## src/rtl/instr_encoder.sv

```systemverilog
// RV32I instruction encoder: packs fields into a word with range check.
// Optional ENC_ERRCNT_EN adds a saturating count of emitted error words.
module instr_encoder #(
  parameter logic [31:0] BASE_ADDR = 32'h0040_0000,
  parameter int          ERRCNT_W  = 16
) (
  input  logic        iCLK,
  input  logic        iRST,
  input  logic        iClear,
  input  logic        iValid,
  output logic        oReady,
  input  logic [6:0]  iOpcode,
  input  logic [4:0]  iRd,
  input  logic [4:0]  iRs1,
  input  logic [4:0]  iRs2,
  input  logic [2:0]  iFunct3,
  input  logic [6:0]  iFunct7,
  input  logic [31:0] iImm,
  output logic        oValid,
  input  logic        iReady,
  output logic [31:0] oInstr,
  output logic [31:0] oAddr,
  output logic        oErr
`ifdef ENC_ERRCNT_EN
  ,
  output logic [ERRCNT_W-1:0] oErrCount
`endif
);

  localparam logic [6:0] OPC_LOAD   = 7'h03;
  localparam logic [6:0] OPC_OPIMM  = 7'h13;
  localparam logic [6:0] OPC_AUIPC  = 7'h17;
  localparam logic [6:0] OPC_STORE  = 7'h23;
  localparam logic [6:0] OPC_RTYPE  = 7'h33;
  localparam logic [6:0] OPC_LUI    = 7'h37;
  localparam logic [6:0] OPC_BRANCH = 7'h63;
  localparam logic [6:0] OPC_JALR   = 7'h67;
  localparam logic [6:0] OPC_JAL    = 7'h6F;

  logic        s1_valid;
  logic [6:0]  s1_op;
  logic [4:0]  s1_rd;
  logic [4:0]  s1_rs1;
  logic [4:0]  s1_rs2;
  logic [2:0]  s1_f3;
  logic [6:0]  s1_f7;
  logic [31:0] s1_imm;

  logic        s2_valid;
  logic [31:0] s2_word;
  logic        s2_err;
  logic [31:0] addr;

  logic        s2_en;
  logic        xfer_out;
  logic        flush;

  logic        is_r;
  logic        is_sh;
  logic        is_i;
  logic        is_s;
  logic        is_b;
  logic        is_u;
  logic        is_j;

  logic        i_ok;
  logic        b_ok;
  logic        j_ok;
  logic        u_ok;
  logic        sh_ok;

  logic [31:0] word;
  logic        err;

  assign flush    = iRST | iClear;
  assign s2_en    = ~s2_valid | iReady;
  assign oReady   = ~s1_valid | s2_en;
  assign xfer_out = s2_valid & iReady;

  assign oValid = s2_valid;
  assign oInstr = s2_word;
  assign oErr   = s2_err;
  assign oAddr  = addr;

  assign is_r  = s1_op == OPC_RTYPE;
  assign is_sh = (s1_op == OPC_OPIMM)
               & (s1_f3[1:0] == 2'b01);
  assign is_i  = ((s1_op == OPC_LOAD)
               | (s1_op == OPC_OPIMM)
               | (s1_op == OPC_JALR)) & ~is_sh;
  assign is_s  = s1_op == OPC_STORE;
  assign is_b  = s1_op == OPC_BRANCH;
  assign is_u  = (s1_op == OPC_LUI)
               | (s1_op == OPC_AUIPC);
  assign is_j  = s1_op == OPC_JAL;

  // A value fits N signed bits when the bits above N-1 are a pure sign run.
  assign i_ok  = (&s1_imm[31:11]) | ~(|s1_imm[31:11]);
  assign b_ok  = ((&s1_imm[31:12]) | ~(|s1_imm[31:12]))
               & ~s1_imm[0];
  assign j_ok  = ((&s1_imm[31:20]) | ~(|s1_imm[31:20]))
               & ~s1_imm[0];
  assign u_ok  = ~(|s1_imm[11:0]);
  assign sh_ok = ~(|s1_imm[31:5]);

  always_comb begin
    word = {25'b0, s1_op};
    err  = 1'b1;
    unique case (1'b1)
      is_r: begin
        word = {s1_f7, s1_rs2, s1_rs1,
                s1_f3, s1_rd, s1_op};
        err  = 1'b0;
      end
      is_sh: begin
        word = {s1_f7, s1_imm[4:0], s1_rs1,
                s1_f3, s1_rd, s1_op};
        err  = ~sh_ok;
      end
      is_i: begin
        word = {s1_imm[11:0], s1_rs1,
                s1_f3, s1_rd, s1_op};
        err  = ~i_ok;
      end
      is_s: begin
        word = {s1_imm[11:5], s1_rs2, s1_rs1,
                s1_f3, s1_imm[4:0], s1_op};
        err  = ~i_ok;
      end
      is_b: begin
        word = {s1_imm[12], s1_imm[10:5],
                s1_rs2, s1_rs1, s1_f3,
                s1_imm[4:1], s1_imm[11], s1_op};
        err  = ~b_ok;
      end
      is_u: begin
        word = {s1_imm[31:12], s1_rd, s1_op};
        err  = ~u_ok;
      end
      is_j: begin
        word = {s1_imm[20], s1_imm[10:1],
                s1_imm[11], s1_imm[19:12],
                s1_rd, s1_op};
        err  = ~j_ok;
      end
      default: ;
    endcase
  end

  always_ff @(posedge iCLK) begin
    if (flush) begin
      s1_valid <= 1'b0;
      s2_valid <= 1'b0;
      s2_word  <= '0;
      s2_err   <= 1'b0;
      addr     <= BASE_ADDR;
    end else begin
      if (s2_en) begin
        s2_valid <= s1_valid;
        if (s1_valid) begin
          s2_word <= word;
          s2_err  <= err;
        end
      end
      if (oReady) s1_valid <= iValid;
      if (xfer_out) addr <= addr + 32'd4;
    end
  end

  always_ff @(posedge iCLK) begin
    if (oReady & iValid) begin
      s1_op  <= iOpcode;
      s1_rd  <= iRd;
      s1_rs1 <= iRs1;
      s1_rs2 <= iRs2;
      s1_f3  <= iFunct3;
      s1_f7  <= iFunct7;
      s1_imm <= iImm;
    end
  end

`ifdef ENC_ERRCNT_EN
  logic [ERRCNT_W-1:0] errcnt;

  assign oErrCount = errcnt;

  always_ff @(posedge iCLK) begin
    if (flush) begin
      errcnt <= '0;
    end else if (xfer_out & s2_err & ~(&errcnt)) begin
      errcnt <= errcnt + ERRCNT_W'(1);
    end
  end
`endif

endmodule

```

## config.mk

```make
export PLATFORM = sky130hd
export DESIGN_NAME = instr_encoder
export DESIGN_NICKNAME = d
export VERILOG_FILES = /design/src/rtl/instr_encoder.sv
export SDC_FILE = /design/constraint.sdc
export NUM_CORES = 1
export LEC_CHECK = 0
export BUFFER_PORTS_ARGS = -buffer_cell sky130_fd_sc_hd__buf_2
export CAP_MARGIN = 20
export CELL_PAD_IN_SITES_DETAIL_PLACEMENT = 1
export CELL_PAD_IN_SITES_GLOBAL_PLACEMENT = 1
export CORE_MARGIN = 8
export CORE_UTILIZATION = 44
export CTS_CLUSTER_SIZE = 8
export DETAILED_ROUTE_END_ITERATION = 7
export PLACE_DENSITY_LB_ADDON = 0.1
export SYNTH_ARGS = -nofsm -noshare
export SYNTH_HDL_FRONTEND = slang
export SYNTH_SLANG_ARGS = --single-unit
```

## constraint.sdc

```tcl
create_clock -name iCLK -period 6.1 [get_ports iCLK]
set_input_delay 1.22 -clock iCLK [delete_from_list [all_inputs] [get_ports iCLK]]
set_output_delay 1.22 -clock iCLK [all_outputs]
set_load 0.05 [all_outputs]
```

==> impl_metrics.py <==
metrics = {
    "placement": {
        "gp_congestion": 0.795,
        "dp.cells": 708,
        "port_buffers": 133,
        "dp_hpwl_um": 10000,
    },
    "global_routing": {
        "grt_pass1_vias": 4276,
        "grt_max_degree": 65,
        "grt_pass1_wl_um": 21900,
        "antenna_found_initial": 0,
        "grt_usage_pct": 18.3,
        "grt.overflow.total": 0,
    },
    "die": {
        "die_y_um": 124,
        "die-area_um2": 15400,
        "die_w_um": 124,
        "coreArea_um2": 11400,
        "rows": 39,
        "ios": 136,
        "start_util_pct": 44.9,
    },
    "timing": {
        "finalCriticalPeriod_ns": 3.17,
        "setup_viol_count_final": 0,
        "clock_skew_ns": 0.00881,
        "fin_crit_sh_pct": 51.9,
        "tns_ns": 0,
        "worst_pin_slew_ns": 1.02,
        "rsz0062_at_grt": "false",
        "slew_headroom_pct": 31.8,
        "hold_viol_final": 0,
        "clock.fmax_mhz": 316,
        "slew_violations": 0,
    },
    "logic_synthesis": {
        "ys_ff_latch": 129,
        "synth_edf_count": 64,
        "synth_cell_types": 58,
        "ys_seq_area_share_pct": 62.8,
        "syn_inst": 448,
        "synth-main-ff-cell": "dfxtp_1",
        "synth_area_per_cell_um2": 11.4,
        "synth_async_sr_flop_share_pct": 0,
        "syn-cell-area_um2": 5130,
        "ys_warn_count": 0,
    },
    "finish": {
        "n_antenna_cell": 0,
        "post-route-util_pct": 56.2,
        "finalNetCount": 654,
        "regArea_um2": 3220,
        "syn2layout_area_growth_pct": 25.0,
        "drive_above_1_share_pct": 29.0,
        "n_fill_cell": 1272,
        "fin_cells": 740,
        "multi_input_area_um2": 1790,
    },
    "worst_setup_path": {
        "crit_path_start_kind": "input port",
        "cp_max_fo": 6,
        "cp.required_ns": 4.88,
        "worstPathArrival_ns": 1.95,
        "end_kind": "primary output",
        "reg2reg_setup_slack_ns": 3.49,
        "critPathKind": "in2out",
    },
    "drt": {
        "vias": 4014,
        "routed_wl_um": 13700,
        "dr.pass1.iters": 4,
        "drc": 0,
        "post_drt_wl_per_cell_um": 18.5,
        "vias_per_cell": 5.42,
        "drtIter0Drc": 247,
        "postRouteAntennaNets": 0,
    },
    "clocking": {
        "post_cts_resize_count": 0,
        "cts_buffers": 17,
        "post-cts-setup-buffer-count": 0,
        "cts-root-to-sink-buffers": 2,
        "clock_sinks": 129,
        "cts_hold_buf": 0,
        "h-tree-depth": 4,
        "cts_root_buffer": "clkbuf_16",
        "path_clk_slew_ns": 0.05,
        "clock_latency_ns": 0.41,
        "tritoncts": "built",
    },
    "pwr": {
        "ir_drop_mv": 0.280,
        "powerDensity_nw_per_um2": 299,
        "leakagePower_nw": 2.48,
        "total_power_mw": 1.92,
    },
    "run_status": {
        "outcome": "finished, final reports clean",
    },
    "hold_path": {
        "hp-class": "reg2reg",
    },
    "flow_run": {
        "drv_cap": 0,
    },
}
==> placed cells by master, fill, tap and decap left out, types with 8 or more instances in the layout <==
cell type / n
a21oi_1: 16
a22o_1: 8
a22oi_1: 20
buf_2: 133
clkbuf_16: 17
dfxtp_1: 65
edfxtp_1: 64
nand2_1: 38
nand3_1: 16
nand4_1: 11
nor2_1: 61
o21ai_0: 16
xnor2_1: 9
xor2_1: 15
==> cell usage after synthesis, drive strengths merged (2+ instances only) <==
cell type,instances,area (um2)
edfxtp,64,1920
o21ai,16,80.1
a221o,6,60.1
xor2,15,131
nor4,6,37.5
nor2b,4,25.0
inv,5,18.8
dfxtp,65,1300
a21o,3,22.5
nor3,9,66.3
and2,2,12.5
buf,6,50.0
a22o,8,70.1
a22oi,20,150
a222oi,4,40.0
o211ai,2,15.0
and3,6,37.5
nand4,12,81.3
nand3,16,80.1
xnor2,9,78.8
o31ai,2,15.0
and4,2,17.5
a211oi,2,15.0
a32oi,2,17.5
nor2,62,240
or2,2,12.5
a21oi,17,88.8
or3,6,42.5
nand2b,3,18.8
a2bb2oi,4,35.0
clkbuf,14,52.6
nand2,38,143
==> layout make-up <==
class	instances	share of cell area (%)
sequential	129	50.3
multi-input combinational	295	27.9
clock inverter	9	1.03
timing repair buffer	136	10.7
clock buffer	23	6.99
inverter	5	0.293
tap	143	2.79
==> kinds of logic (layout without fill, tap and decap cells) <==
family,count (synthesis),count (layout),share of synthesized area [%]
xor gates and xnor gates,24,24,4.10
AOI/OAI and AO/OA,92,92,13.0
DFF,129,129,62.8
other,1,2,0.0731
buffers and inverters,25,173,2.37
adders and majority gates,1,1,0.244
muxes,1,1,0.220
and+or+nand+nor,175,175,17.2
==> stage by stage <==
step           worst slack [ns]  instance area [um2]  hold WS, ns
6_report                   2.93                 6410        0.453
5_1_grt                    2.86                 6410        0.482
4_1_cts                    2.93                 6410        0.458
3_5_place_dp               2.93                 5900        0.451
3_3_place_gp               2.96                 5900        0.443
2_1_floorplan              2.42                 5130        0.476
==> metal layers <==
layer / wire (um) / track usage (%) / vias up / part of all wire, %
met5: 0 / 0 / - / 0
met4: 145 / 7.14 / 0 / 1.1
met3: 1050 / 6.03 / 11 / 7.7
met2: 6670 / 29.8 / 118 / 49
met1: 5790 / 22.1 / 1949 / 42
li1: - / - / 1936 / -
==> power by group <==
part	internal [mW]	switching [mW]
logic	0.0262	0.0409
clock network	0.551	0.340
registers	0.940	0.0211
==> critical path, cell delays in order <==
cell and delay [ns]:
buf_2 0.13, nor2b_1 0.27, nand2_1 0.10, buf_2 0.22
==> worst paths after layout <==
path,startpoint,to,cells past startpoint
max,iReady,oReady,4
min,oInstr[5],oInstr[5],2
max reg2reg,s1_op[3],oInstr[28],5
min reg2reg,oInstr[5],oInstr[5],2
==> state kept, by name, summed over array words and instances, names as in the netlist <==
register / flops
s1_f3: 3
s1_rd: 5
oInstr: 32
s1_op: 7
s1_valid: 1
oAddr: 30
s1_rs2: 5
s1_imm: 32
s1_f7: 7
s1_rs1: 5
oValid: 1
oErr: 1
No activity file was read; power rests on OpenSTA's default activity.
